### config.mk
export PLATFORM = sky130hd
export DESIGN_NAME = register_file_be
export DESIGN_NICKNAME = d
export VERILOG_FILES = /design/src/rtl/register_file_be.sv
export SDC_FILE = /design/constraint.sdc
export NUM_CORES = 1
export LEC_CHECK = 0
export ABC_CLOCK_PERIOD_IN_PS = 3300
export BUFFER_PORTS_ARGS = -buffer_cell sky130_fd_sc_hd__buf_2
export CAP_MARGIN = 30
export CORE_MARGIN = 2
export CORE_UTILIZATION = 55
export CTS_CLUSTER_SIZE = 14
export DETAILED_ROUTE_END_ITERATION = 12
export PLACE_DENSITY = 0.73
export SETUP_SLACK_MARGIN = 0.4
export SYNTH_ARGS = -nofsm -noshare
export SYNTH_HDL_FRONTEND = slang
export SYNTH_SLANG_ARGS = --single-unit
### constraint.sdc
create_clock -name clk -period 3.3 [get_ports clk]
set_clock_uncertainty 0.2 [all_clocks]
set_input_delay 0.33 -clock clk [delete_from_list [all_inputs] [get_ports clk]]
set_output_delay 0.33 -clock clk [all_outputs]
set_load 0.1 [all_outputs]
### src/rtl/register_file_be.sv
// Byte-lane writable register bank with two independent registered read ports
// and a per-entry dirty bitmap; reads bypass same-cycle writes per byte.
module register_file_be #(
    parameter int WIDTH  = 64,
    parameter int ADDR_W = 3
) (
    input  logic                     clk,
    input  logic                     reset,
    input  logic                     clr,
    input  logic                     wr_en,
    input  logic [ADDR_W-1:0]        wr_addr,
    input  logic [WIDTH/8-1:0]       wr_be,
    input  logic [WIDTH-1:0]         wr_data,
    input  logic                     rd_en_a,
    input  logic [ADDR_W-1:0]        rd_addr_a,
    output logic [WIDTH-1:0]         rd_data_a,
    output logic                     rd_valid_a,
    input  logic                     rd_en_b,
    input  logic [ADDR_W-1:0]        rd_addr_b,
    output logic [WIDTH-1:0]         rd_data_b,
    output logic                     rd_valid_b,
    output logic [(1<<ADDR_W)-1:0]   dirty
);

    localparam int NB    = WIDTH / 8;
    localparam int DEPTH = 1 << ADDR_W;

    logic [WIDTH-1:0] mem [DEPTH];
    logic [WIDTH-1:0] wr_word;
    logic [WIDTH-1:0] rd_next_a;
    logic [WIDTH-1:0] rd_next_b;

    function automatic logic [WIDTH-1:0] merge_lanes(input logic [WIDTH-1:0] old_word,
                                                     input logic [WIDTH-1:0] new_word,
                                                     input logic [NB-1:0]    be);
        logic [WIDTH-1:0] res;
        res = old_word;
        for (int i = 0; i < NB; i++) begin
            if (be[i]) res[8*i +: 8] = new_word[8*i +: 8];
        end
        return res;
    endfunction

    // Write-first bypass per byte; a clearing cycle reads the pre-clear contents.
    always_comb begin
        wr_word   = merge_lanes(mem[wr_addr], wr_data, wr_be);
        rd_next_a = mem[rd_addr_a];
        rd_next_b = mem[rd_addr_b];
        if (wr_en && !clr && (wr_addr == rd_addr_a)) rd_next_a = merge_lanes(mem[rd_addr_a], wr_data, wr_be);
        if (wr_en && !clr && (wr_addr == rd_addr_b)) rd_next_b = merge_lanes(mem[rd_addr_b], wr_data, wr_be);
    end

    // Registered read stage and storage update
    always_ff @(posedge clk) begin
        if (reset) begin
            for (int k = 0; k < DEPTH; k++) mem[k] <= '0;
            rd_data_a  <= '0;
            rd_data_b  <= '0;
            rd_valid_a <= 1'b0;
            rd_valid_b <= 1'b0;
            dirty      <= '0;
        end else begin
            rd_valid_a <= rd_en_a;
            rd_valid_b <= rd_en_b;
            if (rd_en_a) rd_data_a <= rd_next_a;
            if (rd_en_b) rd_data_b <= rd_next_b;
            if (clr) begin
                for (int k = 0; k < DEPTH; k++) mem[k] <= '0;
                dirty <= '0;
            end else if (wr_en) begin
                mem[wr_addr] <= wr_word;
                if (|wr_be) dirty[wr_addr] <= 1'b1;
            end
        end
    end

endmodule

==> results.md <==
* Initial DRC count at around 2100
* Crit-path leading delay family: simple AND/OR/NAND/NOR gates
* Sw Ratio at 26.0%
* Utilization after layout at 65.6%
* Top_reg_cell synth: edfxtp_1
* Commonest non-fill, non-tap cells in the layout: and2_1, edfxtp_1, mux4_2, buf_2, nor2_1
* Input/output buffers at 224
* Period minus WS final at 2.70 ns
* CTS H-tree depth at 3
* Total CTS buffers at 70
* Slew Limit Fails at 0
* Share of flip-flops with an asynchronous set or reset at 0%
* # setup viols final at 0
* Clock network fraction of design power at 39.6%
* WL/cell at 26.5 um
* Yosys warnings at 0
* Setup crit end kind: flop
* Tcrit/Tclk final at between 80% and 90%
* Status: finished, final reports clean
* # clock sinks at 650
* Worst Path Required at roughly 3.5 ns
* Syn Inst Count at 2198
* TritonCTS clock tree: yes
* Maximum buffer depth of the clock tree at 3
* I/O pin count at 225
* Post-route DRC at 0
* Skew-Pair Late Insertion Delay at 0.62 ns
* Initial Util at 55.7%
* Final Cell Area at 37900 um2
* # rows at a little under 90
* Reg power frac at 46.8%
* Max transition margin at 23.0%
* Max FO, Critical Path at 14
* Number of synthesized flops with an enable pin at 512
* Final Hold Violating Endpoints at 0
* Gate power share at 13.6%
* Antenna-violating nets left at 0
* Fraction of layout cells with a size suffix above 1 at 28.7%
* Max Clk Rate at 0.371 GHz
* Peak VDD IR at 476 uV
* Mapped Area at 32200 um2
* Gpl congestion at 0.864
* Cell-by-cell trace of the critical path: dlygate4sd3_1 -> buf_2 -> or2_1 -> nor2_1 -> and2_1
* Placed Area at approximately 35000 um2
* Most common cell after layout, fill and taps aside: and2_1
* Worst hold path type: in -> reg
* Syn nets at 2285
* Post-synthesis register bit count at 650
* Cell Int Power at between 0.015 and 0.02 W
* Vias in the first global route at 22000
* DR pass1 iterations at 6
* First-pass GRT wire length at ~130 mm
* Unrepaired setup endpoints after global routing: no
* Area growth syn-to-layout at 17.7%
* Crit-path max cell delay at around 0.84 ns
* WP buf/inv at 2
* Largest net degree at the start of global routing at 52
* Worst Tran Pin Value at 1.14 ns
* Leakage at 14.7 nW
* Clock root buffer: clkbuf_16
* Clock transition at the registers of the reported paths at ~0.06 ns
* Netlist cell types at 38
* Initial antenna violation count at 11
* Die W at 246 um
* Crit path DAT at 2.86 ns
* Sequential fraction of the synthesis area at between 50 and 60%
* Routed vias at 21400
* Pwr/cell area at 536 nW/um2
* DIE HEIGHT at 246 um
* Critical-path top delay cell: or2_1
* Floorplan core area at 57800 um2
* Maxcap violations at 0
* CP Launch Type: input port
* DR vias/cell at approximately 6.3
* Die ar. at 60500 um2
* GRT Residual Overflow at 0
* Mapped Avg Cell Area at between 10 and 15 um2
* WS Path Type: in -> reg
* Nets@finish at 2642
* Setup_tns at 0 ns
* Global-route usage over all layers at a little under a third
* Net Sw Power at 0.00528 W
* DPL Wire Length at 60.5 mm
* Total Wirelength at around 90 mm
kinds of logic (layout without fill, tap and decap cells):
kind of cell           after synthesis  in the layout  synth area share (%)
flip-flops                         650            650                  56.3
buffers and inverters              140            551                  1.83
multiplexers                       368            368                  21.4
AND/OR/NAND/NOR                    787            787                  13.8
AO/OA/AOI/OAI                      247            247                  6.23
other                                0              2                     0
XOR/XNOR                             6              6                 0.443
flip-flops by register name (all words and copies together) (netlist names):
| name | cells |
|---|---|
| mem | 512 |
| rd_data_a | 64 |
| rd_data_b | 64 |
| dirty | 8 |
| rd_valid_a | 1 |
| rd_valid_b | 1 |
metrics by stage:
stage	power, W	setup slack [ns]	hold slack (ns)	instances
after floorplan	0.0115	0.810	0.268	2198
after global placement	0.0123	0.516	0.235	3171
after detailed placement	0.0124	0.381	0.240	3175
after CTS	0.0204	0.602	0.0210	3369
after global routing	0.0209	0.476	0.0373	3376
final	0.0203	0.604	0.0526	3376
synth_stat cells (2+ instances only):
cell type / count / share of area [%]
nor4_2: 3 / 0.12
o21ai_0: 80 / 1.2
a21oi_1: 4 / 0.062
nand2_1: 26 / 0.30
mux2i_1: 112 / 3.5
nand4bb_1: 2 / 0.070
mux4_2: 256 / 18
nor4_1: 3 / 0.058
nand3b_1: 10 / 0.23
inv_1: 2 / 0.023
buf_4: 3 / 0.070
or4_1: 2 / 0.047
nor2b_1: 20 / 0.39
o21ai_1: 16 / 0.25
clkbuf_1: 89 / 1.0
dfxtp_1: 138 / 8.6
buf_2: 41 / 0.64
o41ai_2: 14 / 0.71
buf_1: 5 / 0.058
xor2_4: 4 / 0.34
edfxtp_1: 512 / 48
nor2_1: 187 / 2.2
a211oi_1: 16 / 0.37
and2_1: 526 / 10
o21a_1: 2 / 0.047
a221o_1: 112 / 3.5
xor2_2: 2 / 0.10
final timing paths:
kind	from	to	slack, ns	cells after the start
worst min register to register	rd_data_a[56]	rd_data_a[56]	0.25	2
worst max-delay path	wr_addr[2]	mem[3][1]	0.60	5
worst min-delay path	rd_en_b	rd_valid_b	0.05	2
worst max register to register	mem[3][31]	rd_data_b[31]	1.38	4
routing by layer:
layer	share of wire, %	vias up	global-route usage (%)
met2	49	1117	48.6
li1	-	9239	-
met1	38	10900	39.9
met3	9.7	210	6.59
met5	0.12	-	0
met4	3.8	16	11.9
timing repair:
item                                   4_1_cts  5_1_grt
setup buffers                                0        0
endpoints found under the hold margin      616        0
gates resized for setup                      0        0
hold buffers                                68        0
power groups by stage:
stage                     Clock (W)  Sequential (W)  Combinational [W]
after floorplan                   0          0.0103            0.00119
after global placement            0         0.00963            0.00265
after detailed placement          0         0.00968            0.00269
after CTS                   0.00810         0.00951            0.00276
after global routing        0.00844         0.00955            0.00289
final                       0.00805         0.00951            0.00277
area by class of cell:
cell class | count | area (um2)
diodes | 2 | 5.00
inverters | 2 | 7.51
fillers | 4074 | 19900
well taps | 765 | 957
flip-flops and latches | 650 | 18100
clock inverters | 32 | 337
multi-input cells | 1408 | 13500
clock buffers | 94 | 2010
repair buffers | 423 | 2940
Power figures use the tool's default switching activity.
